==> config.mk <==
export PLATFORM = sky130hd
export DESIGN_NAME = acc_seq_fsm
export DESIGN_NICKNAME = d
export VERILOG_FILES = /design/src/rtl/acc_seq_fsm.sv
export SDC_FILE = /design/constraint.sdc
export NUM_CORES = 1
export LEC_CHECK = 0
export ABC_AREA = 0
export BUFFER_PORTS_ARGS = -buffer_cell sky130_fd_sc_hd__buf_4
export CAP_MARGIN = 20
export CORE_MARGIN = 2
export CORE_UTILIZATION = 45
export DETAILED_ROUTE_END_ITERATION = 7
export HOLD_SLACK_MARGIN = 0.03
export PLACE_DENSITY = 0.68
export REMOVE_ABC_BUFFERS = 1
export SYNTH_ARGS = -nofsm -noshare
export SYNTH_HDL_FRONTEND = slang
export SYNTH_SLANG_ARGS = --single-unit
==> constraint.sdc <==
create_clock -name iClk -period 2.7 [get_ports iClk]
set_clock_uncertainty 0.05 [all_clocks]
set_input_delay 0.405 -clock iClk [delete_from_list [all_inputs] [get_ports iClk]]
set_output_delay 0.405 -clock iClk [all_outputs]
set_load 0.02 [all_outputs]
==> src/rtl/acc_seq_fsm.sv <==
// acc_seq_fsm: sequences one 10-term accumulation from a single-port SRAM.
// Issues reads k=0..9 at P_BASE+k, then drives the matching term select one
// cycle later (SRAM read latency), then pulses oOutValid.
// Optional feature: define ACC_SEQ_PEND_EN to queue one start request that
// arrives while busy; without it such requests are dropped.
// Ports:
//   iClk      rising-edge clock
//   iRsn      asynchronous active-low reset
//   iStart    one-cycle request to run one accumulation
//   iClrOvr   clears oOverrun
//   oRdEn     SRAM read enable
//   oRdAddr   SRAM read address (P_AW bits)
//   oInSel    accumulator term select 0..9
//   oEnDelay  oInSel carries a valid term
//   oOutValid one-cycle pulse: accumulator result valid
//   oBusy     FSM not in IDLE
//   oOverrun  sticky: a start request was dropped
module acc_seq_fsm #(
    parameter int P_AW   = 4,
    parameter int P_BASE = 0
) (
    input  logic            iClk,
    input  logic            iRsn,
    input  logic            iStart,
    input  logic            iClrOvr,
    output logic            oRdEn,
    output logic [P_AW-1:0] oRdAddr,
    output logic [3:0]      oInSel,
    output logic            oEnDelay,
    output logic            oOutValid,
    output logic            oBusy,
    output logic            oOverrun
);

    localparam logic [P_AW-1:0] LP_BASE = P_AW'(P_BASE);
    localparam logic [3:0]      LP_LAST = 4'd9;

    typedef enum logic [1:0] {
        S_IDLE,
        S_RUN,
        S_LAST,
        S_DONE
    } state_t;

    state_t          state_q, state_d;
    logic [3:0]      k_q, k_d;
    logic            rden_q, rden_d;
    logic [P_AW-1:0] addr_q, addr_d;
    logic [3:0]      sel_q, sel_d;
    logic            en_q, en_d;
    logic            outv_q, outv_d;
    logic            busy_q, busy_d;
    logic            ovr_q, ovr_d;
    logic            busy;
    logic            drop;
    logic            go;

`ifdef ACC_SEQ_PEND_EN
    logic            pend_q, pend_d;
`endif

    assign busy = (state_q != S_IDLE);

    always_comb begin
        state_d = state_q;
        k_d     = k_q;
        drop    = 1'b0;
`ifdef ACC_SEQ_PEND_EN
        pend_d  = pend_q;
        go      = iStart | pend_q;
`else
        go      = iStart;
`endif

        unique case (state_q)
            S_IDLE: begin
                if (go) begin
                    state_d = S_RUN;
                    k_d     = 4'd0;
                end
            end
            S_RUN: begin
                if (k_q == LP_LAST) begin
                    state_d = S_LAST;
                    k_d     = 4'd0;
                end else begin
                    k_d = 4'(k_q + 4'd1);
                end
            end
            S_LAST: begin
                state_d = S_DONE;
            end
            S_DONE: begin
`ifdef ACC_SEQ_PEND_EN
                if (pend_q) begin
                    state_d = S_RUN;
                    k_d     = 4'd0;
                end else begin
                    state_d = S_IDLE;
                end
`else
                state_d = S_IDLE;
`endif
            end
            default: begin
                state_d = S_IDLE;
                k_d     = 4'd0;
            end
        endcase

`ifdef ACC_SEQ_PEND_EN
        // The queued request is consumed by the run it launches.
        if (state_d == S_RUN && state_q != S_RUN) begin
            pend_d = 1'b0;
        end
        // A request seen while one is already queued (even in IDLE,
        // where the queued one wins the launch) has nowhere to go.
        if (iStart) begin
            if (pend_q) begin
                drop = 1'b1;
            end else if (busy) begin
                pend_d = 1'b1;
            end
        end
`else
        drop = iStart & busy;
`endif

        // Set has priority over clear.
        ovr_d = drop | (ovr_q & ~iClrOvr);

        // Outputs are registered, so they are derived from the next state.
        // The term select trails the read by one cycle: it shows the k
        // that was read in the cycle now ending.
        rden_d = (state_d == S_RUN);
        addr_d = rden_d ? 
                 P_AW'(LP_BASE + P_AW'(k_d)) : LP_BASE;
        en_d   = (state_q == S_RUN);
        sel_d  = en_d ? k_q : 4'd0;
        outv_d = (state_d == S_DONE);
        busy_d = (state_d != S_IDLE);
    end

    always_ff @(posedge iClk or negedge iRsn) begin
        if (!iRsn) begin
            state_q <= S_IDLE;
            k_q     <= 4'd0;
            rden_q  <= 1'b0;
            addr_q  <= LP_BASE;
            sel_q   <= 4'd0;
            en_q    <= 1'b0;
            outv_q  <= 1'b0;
            busy_q  <= 1'b0;
            ovr_q   <= 1'b0;
        end else begin
            state_q <= state_d;
            k_q     <= k_d;
            rden_q  <= rden_d;
            addr_q  <= addr_d;
            sel_q   <= sel_d;
            en_q    <= en_d;
            outv_q  <= outv_d;
            busy_q  <= busy_d;
            ovr_q   <= ovr_d;
        end
    end

`ifdef ACC_SEQ_PEND_EN
    always_ff @(posedge iClk or negedge iRsn) begin
        if (!iRsn) begin
            pend_q <= 1'b0;
        end else begin
            pend_q <= pend_d;
        end
    end
`endif

    assign oRdEn     = rden_q;
    assign oRdAddr   = addr_q;
    assign oInSel    = sel_q;
    assign oEnDelay  = en_q;
    assign oOutValid = outv_q;
    assign oBusy     = busy_q;
    assign oOverrun  = ovr_q;

endmodule

==> impl_metrics.csv <==
group,metric,value,unit
route,route.met2.wl,518,µm
power,swShare,0.3813,
clock_network,cts_sinks,19,
grt,grtUsageTotal,0.1372,
route,wl_per_cell,11.49,µm
sta,fin_crit,1396,ps
logic_synthesis,synth_commonest_cells,"dfrtp_1, nand2_1, o21ai_0",
power,power_frac_clock,0.130,
clock_network,cts_buffers,3,
min_path,worstHoldStart,"iClrOvr",
logic_synthesis,netlist_instances,62,
clock_network,cts_resized,0,
sta,worst_slew_pin_slew,397.4,ps
floorplan,coreArea,1541,µm²
logic_synthesis,netlist_area,749.5,µm²
sta,fin_setup_tns,0,ps
placement,gp_congestion,0.7401,
logic_synthesis,synth_flop_cell,"dfrtp_1",
logic_synthesis,yosys-top-cells-area,"dfrtp_1, nand2_1, and2_1, ha_1, o21ai_0",
min_path,whs_endpoint,"oOverrun$_DFF_PN0_",
placement,numPortBuffers,16,
clock_network,cts_tree,"done",
final_layout,area_delta_synth_final,20.53,%
setup_path,crit_path_max_incr_delay,470,ps
logic_synthesis,yosysTopAreaCell,"dfrtp_1",
placement,hpwlAfterDp,776.5,µm
route,ant_nets,0,
setup_path,critPathRequiredTime,2810,ps
sta,drv_slew,0,
route,wl_met1,528,µm
setup_path,cp.arrival,1510,ps
power,finalPower,1.043,mW
clock_network,cts.htree.levels,1,
clock_network,clk_latency,280,ps
placement,placed_cells,92,
clock_network,clk_path_buf_depth,2,
final_layout,layout.cells.non_filler,97,
power,p_comb_frac,0.416,
sta,final-hold-violation-count,0,
setup_path,reg2reg_slack,1300,ps
logic_synthesis,synth_cell_types,22,
setup_path,start_kind,"flop",
power,sequentialPowerShare,0.453,
placement,dp_slack,1308,ps
setup_path,path_max_fanout,10,
setup_path,regToRegStartpoint,"k_q[0]$_DFF_PN0_",
logic_synthesis,yosysMostFrequentCell,"dfrtp_1",
setup_path,critical_path_class,"reg -> reg",
power,peakVddDrop,519.1,µV
logic_synthesis,yosys_warnings,0,
min_path,min_path_type,"in -> reg",
route,via_per_inst,4.979,
sta,rsz0062_at_grt,"false",
sta,final-setup-viol-count,0,
logic_synthesis,synth_enable_flop_cells,0,
setup_path,critPathCaptureType,"flop",
sta,timing.hold.ws,247.9,ps
status,status,"complete, no violations",
logic_synthesis,syn_avg_cell_area,12.09,µm²
clock_network,root_buffer,"clkbuf_4",
route,drt_first_pass_iters,1,
logic_synthesis,async_flop_share,1.000,
setup_path,rr_worst_depth,4,
floorplan,fp.dieH,44.81,µm
sta,fin_ws,1304,ps
floorplan,rows,14,
logic_synthesis,synth_top_area_share,0.6344,
sta,period_share,0.5171,
route,top_layer,"met4",
flow_run,cap_violations,0,
final_layout,utilization,0.5860,
sta,slew_headroom,0.7350,
power,p_int,0.6452,mW
route,drt-total-wl,1115,µm
sta,fmax,716.3,MHz
grt,grt_max_degree,20,
final_layout,drive_gt1_frac,0.2716,
power,switchingPower,0.3976,mW
logic_synthesis,yosysSeqAreaShare,0.6344,
route,vias,483,
setup_path,crit_chain,"ha_1, nand2_1, o21ai_2, o21ai_0",
final_layout,final_area,903.4,µm²
grt,gr-total-overflow,0,
power,p_leak,0.4534,nW
floorplan,die_w,44.81,µm
grt,grt_pass1_wl,1932,µm
min_path,hold-path-cell-count,2,
final_layout,nNetsFinal,88,
route,dr.first_iter.drc_count,0,
floorplan,pin_count,17,
floorplan,floorplan.initialDensity,0.4862,
placement,place_area,867.1,µm²
power,power_density,1154,nW/µm²
floorplan,die-area,2008,µm²
final_layout,diodes,0,
route,wl_met3,54,µm
setup_path,reg2reg_to,"k_q[2]$_DFF_PN0_",
clock_network,clkTransAtPathRegs,100,ps
setup_path,cp_slowest_cell,"dfrtp_1",
clock_network,cts_setup_buffers,0,
logic_synthesis,ys_ff_latch,19,
route,post-route-drc-count,0,
grt,antenna_found_initial,0,
final_layout,final.fill_count,144,
grt,grt_pass1_vias,422,
-- layout make-up --
type / instances / area, µm² / share of cell area
tap: 16 / 20.02 / 0.02216
inverter: 2 / 7.507 / 0.008310
sequential: 19 / 475.5 / 0.5263
clock buffer: 4 / 26.28 / 0.02909
timing repair buffer: 17 / 130.1 / 0.1440
multi-input combinational: 39 / 244.0 / 0.2701
-- worst max-delay path, delay by kind of cell (launching register included) --
family,cells,cell delay (ps)
flip-flops,1,470
AO/OA/AOI/OAI,2,490
AND/OR/NAND/NOR,1,70
adder cells (fa/ha/maj),1,200
-- cell families (layout without fill, tap and decap cells) --
| family | Yosys count | after routing | synth area share |
|---|---|---|---|
| adder cells (fa/ha/maj) | 2 | 2 | 0.03338 |
| flip-flops | 19 | 19 | 0.6344 |
| AO/OA/AOI/OAI | 14 | 14 | 0.1218 |
| buffers and inverters | 4 | 23 | 0.04007 |
| XOR/XNOR | 1 | 1 | 0.01169 |
| AND/OR/NAND/NOR | 22 | 22 | 0.1586 |
-- sequential cells by signal (all words and copies together) (netlist names) --
name and cells:
k_q 4, oBusy 1, oEnDelay 1, oInSel 4
oOutValid 1, oOverrun 1, oRdAddr 4, oRdEn 1
state_q 2
-- layer usage --
metal / track usage / up-vias
met3: 0.03600 / 2
li1: - / 244
met1: 0.1732 / 227
met5: 0 / -
met4: 0.08824 / 0
met2: 0.2087 / 10
-- worst max path at each step --
stage,from,slack [ps],cells past startpoint,endpoint
after floorplan,k_q[1]$_DFF_PN0_,1460,5,k_q[2]$_DFF_PN0_
after global placement,k_q[0]$_DFF_PN0_,1360,4,k_q[2]$_DFF_PN0_
after detailed placement,k_q[0]$_DFF_PN0_,1310,4,k_q[2]$_DFF_PN0_
after CTS,k_q[0]$_DFF_PN0_,1290,4,k_q[2]$_DFF_PN0_
after global routing,k_q[0]$_DFF_PN0_,1140,4,k_q[0]$_DFF_PN0_
final,k_q[0]$_DFF_PN0_,1300,4,k_q[2]$_DFF_PN0_
-- power groups by stage --
stage	registers [mW]	logic [mW]	clock network, mW
after floorplan	0.560	0.186	0
after global placement	0.476	0.437	0
after detailed placement	0.478	0.439	0
after CTS	0.473	0.443	0.141
after global routing	0.490	0.480	0.157
final	0.473	0.434	0.136
-- cell usage in the layout, fill, tap and decap left out --
master / instances
dfrtp_1: 19
buf_4: 16
nand2_1: 7
o21ai_0: 5
nor2_1: 4
and2_1: 4
a21oi_1: 3
clkbuf_4: 3
o21bai_1: 2
inv_1: 2
ha_1: 2
nor2b_4: 1
and2b_1: 1
a41o_1: 1
o21ai_2: 1
o21ai_1: 1
nand3_1: 1
or3b_1: 1
o211ai_2: 1
nor2b_1: 1
nand2b_1: 1
xor2_1: 1
nor3_1: 1
clkbuf_1: 1
dlygate4sd3_1: 1
-- what timing repair did --
item / 4_1_cts / 5_1_grt
hold buffers: 1 / 0
setup endpoints to repair: 0 / 0
hold endpoints to repair: 19 / 0
Note: power is estimated with default switching activity, not from simulation.
